<file path="src/rtl/bpred_pkg.sv">
// bpred_pkg: shared types, counter encodings and saturating helpers for the branch predictor
package bpred_pkg;
  localparam int BP_TAG_W = 6;
  typedef enum logic {CLEAR, RUN} state_e;
  localparam logic [1:0] SNT = 2'b00;
  localparam logic [1:0] WNT = 2'b01;
  localparam logic [1:0] WT  = 2'b10;
  localparam logic [1:0] ST  = 2'b11;
  typedef struct packed {
    logic                valid;
    logic [BP_TAG_W-1:0] tag;
    logic [1:0]          ctr;
    logic [31:0]         target;
  } entry_t;
  function automatic logic [1:0] sat_inc(input logic [1:0] c);
    return (c == ST) ? ST : c + 2'd1;
  endfunction
  function automatic logic [1:0] sat_dec(input logic [1:0] c);
    return (c == SNT) ? SNT : c - 2'd1;
  endfunction
  function automatic logic [31:0] sat_add32(input logic [31:0] a, input logic [31:0] b);
    logic [32:0] s;
    s = {1'b0, a} + {1'b0, b};
    return s[32] ? 32'hFFFF_FFFF : s[31:0];
  endfunction
endpackage

</file>
<file path="src/rtl/bpred_table.sv">
// bpred_table: BTB storage; clk, lookup read port (lu_idx->lu_entry), update-hit read port (up_idx->up_entry), one write port (we/wr_idx/wr_entry)
module bpred_table import bpred_pkg::*; #(
  parameter int ENTRIES = 64,
  localparam int IDX_W = $clog2(ENTRIES)
) (
  input  logic             clk,
  input  logic [IDX_W-1:0] lu_idx,
  output entry_t           lu_entry,
  input  logic [IDX_W-1:0] up_idx,
  output entry_t           up_entry,
  input  logic             we,
  input  logic [IDX_W-1:0] wr_idx,
  input  entry_t           wr_entry
);
  entry_t mem_q [ENTRIES];
  always_ff @(posedge clk)
    if (we) mem_q[wr_idx] <= wr_entry;
  assign lu_entry = mem_q[lu_idx];
  assign up_entry = mem_q[up_idx];
endmodule

</file>
<file path="src/rtl/branch_predictor.sv">
// branch_predictor: BTB + 2-bit counter predictor; clk/rst/ce, lookup lu_pc->pred_taken/pred_target, update up_*, ready, saturating stats
module branch_predictor import bpred_pkg::*; #(
  parameter int         ENTRIES  = 64,
  parameter int         TAG_W    = BP_TAG_W,
  parameter logic [1:0] INIT_CTR = WNT
) (
  input  logic        clk,
  input  logic        rst,
  input  logic        ce,
  input  logic [31:0] lu_pc,
  output logic        pred_taken,
  output logic [31:0] pred_target,
  input  logic        up_valid,
  input  logic [31:0] up_pc,
  input  logic        up_is_branch,
  input  logic        up_taken,
  input  logic [31:0] up_target,
  input  logic        up_mispredict,
  output logic        ready,
  output logic [31:0] stat_branches,
  output logic [31:0] stat_mispredicts
);
  localparam int IDX_W = $clog2(ENTRIES);
  state_e state_q, state_d;
  logic [IDX_W-1:0] clr_idx_q, clr_idx_d, lu_idx, up_idx, wr_idx;
  logic [TAG_W-1:0] lu_tag, up_tag;
  logic [31:0] stat_branches_q, stat_branches_d, stat_mispredicts_q, stat_mispredicts_d;
  entry_t lu_entry, up_entry, wr_entry, upd_entry;
  logic clearing, up_hit, acc, we, unused_pc;
  assign lu_idx = lu_pc[IDX_W+1:2];
  assign up_idx = up_pc[IDX_W+1:2];
  assign lu_tag = lu_pc[IDX_W+TAG_W+1:IDX_W+2];
  assign up_tag = up_pc[IDX_W+TAG_W+1:IDX_W+2];
  assign unused_pc = ^{up_pc[31:IDX_W+TAG_W+2], up_pc[1:0]};
  assign stat_branches = stat_branches_q;
  assign stat_mispredicts = stat_mispredicts_q;
  bpred_table #(.ENTRIES(ENTRIES)) u_table (
    .clk(clk), .lu_idx(lu_idx), .lu_entry(lu_entry), .up_idx(up_idx), .up_entry(up_entry),
    .we(we), .wr_idx(wr_idx), .wr_entry(wr_entry)
  );
  always_comb begin
    clearing = state_q == CLEAR;
    ready = !clearing;
    up_hit = up_entry.valid && up_entry.tag == up_tag;
    acc = ready && ce && up_valid && up_is_branch;
    upd_entry = up_hit
      ? entry_t'{valid: 1'b1, tag: up_entry.tag,
                 ctr: up_taken ? sat_inc(up_entry.ctr) : sat_dec(up_entry.ctr),
                 target: up_taken ? up_target : up_entry.target}
      : entry_t'{valid: 1'b1, tag: up_tag, ctr: WT, target: up_target};
    // a not-taken miss leaves the entry alone; everything else accepted writes
    we = clearing || (acc && (up_hit || up_taken));
    wr_idx = clearing ? clr_idx_q : up_idx;
    wr_entry = clearing ? entry_t'{valid: 1'b0, tag: '0, ctr: INIT_CTR, target: '0} : upd_entry;
    clr_idx_d = clearing ? clr_idx_q + IDX_W'(1) : clr_idx_q;
    state_d = (clearing && clr_idx_q == IDX_W'(ENTRIES - 1)) ? RUN : state_q;
    stat_branches_d = acc ? sat_add32(stat_branches_q, 32'd1) : stat_branches_q;
    stat_mispredicts_d = (acc && up_mispredict) ? sat_add32(stat_mispredicts_q, 32'd1) : stat_mispredicts_q;
    pred_taken = ready && lu_entry.valid && lu_entry.tag == lu_tag && lu_entry.ctr[1];
    pred_target = pred_taken ? lu_entry.target : lu_pc + 32'd4;
  end
  always_ff @(posedge clk) begin
    if (rst) begin
      state_q <= CLEAR;
      clr_idx_q <= '0;
      stat_branches_q <= '0;
      stat_mispredicts_q <= '0;
    end else begin
      state_q <= state_d;
      clr_idx_q <= clr_idx_d;
      stat_branches_q <= stat_branches_d;
      stat_mispredicts_q <= stat_mispredicts_d;
    end
  end
endmodule
</file>
<file path="config.mk">
export PLATFORM = sky130hd
export DESIGN_NAME = branch_predictor
export DESIGN_NICKNAME = d
export VERILOG_FILES = /design/src/rtl/bpred_pkg.sv /design/src/rtl/bpred_table.sv /design/src/rtl/branch_predictor.sv
export SDC_FILE = /design/constraint.sdc
export NUM_CORES = 2
export LEC_CHECK = 0
export CELL_PAD_IN_SITES_DETAIL_PLACEMENT = 1
export CELL_PAD_IN_SITES_GLOBAL_PLACEMENT = 1
export CORE_AREA = 2 2 515 517
export CTS_BUF_LIST = sky130_fd_sc_hd__clkbuf_8
export DETAILED_ROUTE_END_ITERATION = 10
export DIE_AREA = 0 0 517 519
export PLACE_DENSITY_LB_ADDON = 0.08
export SYNTH_ARGS = -nofsm -noshare
export SYNTH_HDL_FRONTEND = slang
export SYNTH_SLANG_ARGS = --single-unit
</file>
<file path="constraint.sdc">
create_clock -name clk -period 8.01 [get_ports clk]
set_clock_uncertainty 0.2 [all_clocks]
set_input_delay 0.801 -clock clk [delete_from_list [all_inputs] [get_ports clk]]
set_output_delay 0.801 -clock clk [all_outputs]
set_load 0.005 [all_outputs]
</file>
-- Yosys cells after proc, flatten, opt, wreduce, memory -nomap -nowiden
Memories as Yosys holds them, arrays and structs flattened.
Index checks and enable logic that the tools add are counted.
- register bits: 71
- memory bits (writable): 2624
- input port bits: 103
- output and inout port bits: 98
- memories: 1
- memory list (name ; words ; width ; rd ports ; clocked after memory_dff ; wr ports ; line ; source):
    u_table.mem_q ; 64 ; 41 ; 2 ; 0 ; 1 ; bpred_table.sv:15 ; entry_t mem_q [ENTRIES];
- add/subtract/negate cells: 6
- eq/ne operators: 4
- muxes and demuxes: 12
- bitwise gates (word level): 1
- reductions and logical operators: 13
- operators with widths (cell ; count):
    $mux 32 ; 4
    $add 32x1->33 const B ; 2
    $mux 41 ; 1
    $mux 40 ; 1
    $add 32x3->32 const B ; 1
    $eq 6x6->1 ; 2
    $logic_and 1x1->1 ; 10
    $add 6x1->6 const B ; 1
    $eq 6x6->1 const B ; 1
    $mux 2 ; 3
    $mux 6 ; 1
    $add 2x1->2 const B ; 1
    $eq 2x2->1 const B ; 1
    $logic_not 2->1 ; 1
    $logic_or 1x1->1 ; 2
    $mux 1 ; 2
    $sub 2x1->2 const B ; 1
    $not 1->1 ; 1

-- Depth between registers and ports, before layout
An unclocked memory read counts as a cell.
- depth after elaboration: 8
- depth in mapped cells: 15
- mapped depth without buffers: 9

-- Modules after synthesis
Synthesis repeated with hierarchy kept, for this count alone.
- cell total of the unflattened synthesis: 6006
- area total of the unflattened synthesis: 125967.1 µm²
- modules (own cells, without submodules) (module ; times used ; cells each ; area each (µm²) ; seq. area each (µm²)):
    bpred_table ; 1 ; 5354 ; 120649.5 ; 78795.6
    branch_predictor ; 1 ; 652 ; 5317.6 ; 1421.4

-- Least setup slack after synthesis
OpenSTA, ideal clock, no wires.
- path type: input -> register
- from: input up_pc[2]
- to: memory u_table.mem_q[2][0] in the netlist's numbering, enable pin
- setup time: 0.567 ns
- arrival time: 7.657 ns
- slack: -0.415 ns
- stages: 13
- cells stage by stage: buf_6 buf_6 buf_2 buf_2 mux2i_1 o22ai_1 or4_1 nand3_1 a311oi_1 a211oi_1 nand3_1 buf_4 a2111oi_1
- longest elaborated chain between the ends: 8
- elaborated cells on any way between the ends: 9
- those cells by class: eq/ne (1); mux (3); reduce/logical (4); memory (1)
- RTL lines (item ; line ; source):
    start: declaration ; branch_predictor.sv:14 ; input logic [31:0] up_pc,
    $mem_v2 64x41 ; n/a ;
    $eq 6x6->1 ; branch_predictor.sv:44 ; up_hit = up_entry.valid && up_entry.tag == up_tag;
    $logic_and 1x1->1 ; branch_predictor.sv:44 ;
    $logic_or 1x1->1 ; branch_predictor.sv:52 ; we = clearing || (acc && (up_hit || up_taken));
    $logic_and 1x1->1 ; branch_predictor.sv:52 ;
    $logic_or 1x1->1 ; branch_predictor.sv:52 ;
    $mux 1 ; bpred_table.sv:17 ; if (we) mem_q[wr_idx] <= wr_entry;
    $mux 1 (implied by the code) ; bpred_table.sv:17 ;
    end: declaration ; bpred_table.sv:15 ;
Parallel ways exist; a longest one is shown, timed or not.

-- Worst setup path after layout
- from: input lu_pc[2]
- to: output pred_target[31]
- longest elaborated chain between the ends: 5
- elaborated cells on any way between the ends: 7
- those cells by class: add/sub (1); eq/ne (1); mux (1); reduce/logical (3); memory (1)
- RTL lines (item ; line ; source):
    start: declaration ; branch_predictor.sv:10 ; input logic [31:0] lu_pc,
    $mem_v2 64x41 ; n/a ;
    $eq 6x6->1 or $logic_and 1x1->1 (tied branches) ; branch_predictor.sv:59 ; pred_taken = ready && lu_entry.valid && lu_entry.tag == lu_tag && lu_entry.ctr[1];
    $logic_and 1x1->1 (2 in series) ; branch_predictor.sv:59 ;
    $mux 32 (*) ; branch_predictor.sv:60 ; pred_target = pred_taken ? lu_entry.target : lu_pc + 32'd4;
    end: declaration ; branch_predictor.sv:12 ; output logic [31:0] pred_target,
Mark *: on every way between the ends. The rest lies on a longest branch, timed or not.

==> impl_metrics.ini <==
[timing]
period_minus_slack_ps = 6460
period_share_pct = 80.6
max_freq_mhz = 155
worst_pin_slew_ps = 1340
setup_viol = 0
slew_headroom_pct = 11.0
hold_viol_final = 0
rsz0062_at_grt = false
drv_slew = 0

[clock_tree]
ctsResizeCount = 0
cts_buffers = 450
post_cts_buffers = 0
cts_root_buf = clkbuf_8
clk_path_buf_depth = 4
insertion_delay_ps = 1120
clock-sinks = 2695
cts.clk_slew.worst_paths_ps = 60
htreeDepth = 5
cts_tree = done
hold_buffers = 0

[setup_path]
cp.arrival_ps = 5460
crit_chain = buf_8 > buf_4 > mux4_1 > mux2i_1 > a311oi_1 > and2_1 > o211ai_1 > o221ai_2 > nor4_4 > buf_12 > mux2_2 > clkdlybuf4s50_1
endpoint_kind = primary output
cp-endpoint = pred_target[31]
timing.rr.start = u_table.mem_q[19][39]
cp_data_required_time_ps = 7010
max_stage_delay_ps = 670
critical_path.startpoint = lu_pc[2]
path_max_fanout = 76
r2r-end = u_table.mem_q[49][8]
crit_slowest_cell = mux4_1
r2r.worst_path.cells = 10
worst_setup_path_start_kind = primary input
critPathKind = primary input to primary output
reg2reg_slack_ps = 2540

[global_route]
antenna_found_initial = 16
grt_pass1_vias = 75000
grt_first_pass_wirelength_mm = 619
track_usage_pct = 33.6
overflow = 0
grt_max_degree = 116

[synthesis]
synthCells = 6035
yosys_warnings = 0
ys_types = 82
ys_top_cells_by_area = edfxtp_1, mux4_2, mux2i_1
synth_area_um2 = 126000
synth.avg_cell_area_um2 = 20.8
synthFlopType = edfxtp_1
ys_ff_latch = 2695
synth_edf_count = 2624
yosysTopAreaCellShare_pct = 62.6
synth_nets = 6142
yosysSeqAreaShare_pct = 63.8
postSynth.asyncResetShare_pct = 0
synth_area_leader_cell = edfxtp_1

[cells_and_area]
mostFrequentLayoutCells = edfxtp_1, mux4_2, clkbuf_8, nand2_1, buf_4
num-fill-cells = 22900
final_common_cell = edfxtp_1
fin_nets = 6608
syn2layout_area_growth_pct = 13.2
drive_gt1_share_pct = 37.2
fin_area_um2 = 142000

[power]
power.total_uw = 29200
power.density_nw_per_um2 = 205
ir_drop_v = 0.000158
p_leak_uw = 0.0469

[die]
initial_core_util_pct = 47.8
core_area_um2 = 263000
die_h_um = 519
rows = 189
dieArea_um2 = 268000
die_x_um = 517
io_pins = 201

[run_status]
run_status = complete, no violations

[drt]
dr.pass1.iters = 7
ant_nets = 0
wire_per_inst_um = 43.3
drt_iter0_drc = 10600
drt-vias-per-instance = 7.06
routed_wl_mm = 451
drc = 0
vias = 73400

[run]
drv_cap = 0

[hold_path]
hold_path.class = primary input to flip-flop

[placement]
place.gp.congestion = 0.839
dp.final_hpwl_mm = 248
numPortBuffers = 180
placed_cell_area_um2 = 134000
[Yosys cell counts, drive strengths merged (10+ instances only)]
master   number
a211oi       59
mux2         51
mux2i       199
dfxtp        71
nor3         20
nand4        37
a31oi        22
o211ai       29
nand3        95
o21ai        23
buf         332
nand2       246
and2         22
or3          16
xnor2        47
o22ai        13
clkbuf      130
mux4       1504
xor2         43
a311o        10
and3         29
a21oi       113
nand2b       10
nor2         66
and4         10
edfxtp     2624
a2111oi      12
nor2b        38
a22oi        64
[registers in the layout, indices dropped and copies added (netlist names)]
name / cells
stat_mispredicts: 32
clr_idx_q: 6
u_table.mem_q: 2624
ready: 1
stat_branches: 32
[worst max-delay path, delay by kind of cell]
kind | cells | cell delay, ps
compound gates | 3 | 760
buf+inv | 4 | 1800
mux | 3 | 1260
simple gates | 2 | 630
[metal layers]
metal | routed length [um] | global-route usage [%] | part of all wire (%) | up-vias
met2 | 211000 | 51.9 | 47 | 4448
met4 | 20400 | 13.0 | 4.5 | 2
met1 | 174000 | 47.5 | 39 | 40700
met3 | 44700 | 6.85 | 9.9 | 860
li1 | - | - | - | 27400
met5 | 12 | 0 | 0.0027 | -
[through the flow]
step,setup TNS [ps],cells,util [%],worst slack [ps],hold WS [ps]
6_report,0,10400,54.1,1550,213
5_1_grt,0,10400,54.1,1410,197
4_1_cts,0,10400,54.1,1560,125
3_5_place_dp,0,9582,51.0,1500,310
3_3_place_gp,0,9582,51.0,1530,290
2_1_floorplan,-34000,6035,-,-415,279
[area by class of cell]
type | count | area (um2) | share of cell area (%)
flip-flops and latches | 2695 | 80200 | 56.3
repair buffers | 480 | 5140 | 3.61
inverters | 12 | 61.3 | 0.0430
clock inverters | 354 | 1900 | 1.33
well taps | 3533 | 4420 | 3.10
diodes | 8 | 20.0 | 0.0141
multi-input cells | 2862 | 44400 | 31.2
clock buffers | 457 | 6290 | 4.41
[power by group]
group	internal (uW)	switching (uW)	leakage, uW
Clock	5720	5840	0.00469
Combinational	1020	1250	0.0158
Sequential	15300	32.8	0.0264
Total	22100	7130	0.0469
[worst min-delay path by stage]
stage                                 endpoint                  from  depth (start not counted)  slack, ps
after floorplan           stat_mispredicts[31]  stat_mispredicts[31]                          1        280
after global placement    stat_mispredicts[31]  stat_mispredicts[31]                          1        290
after detailed placement  stat_mispredicts[31]  stat_mispredicts[31]                          1        310
after CTS                 stat_mispredicts[20]                   rst                          3        130
after global routing      stat_mispredicts[20]                   rst                          3        200
final                             clr_idx_q[4]                   rst                          3        210
[cells by family (layout without fill, tap and decap cells)]
logic type / Yosys count / in the layout / share of synthesized area, %
flops: 2695 / 2695 / 63.8
mux: 1754 / 1754 / 29.1
simple gates: 622 / 622 / 2.42
buf+inv: 478 / 1303 / 1.94
compound gates: 392 / 392 / 2.15
xor+xnor: 90 / 90 / 0.626
fa+ha+maj: 4 / 4 / 0.0398
other cells: 0 / 8 / 0
Note: power is estimated with default switching activity, not from simulation.
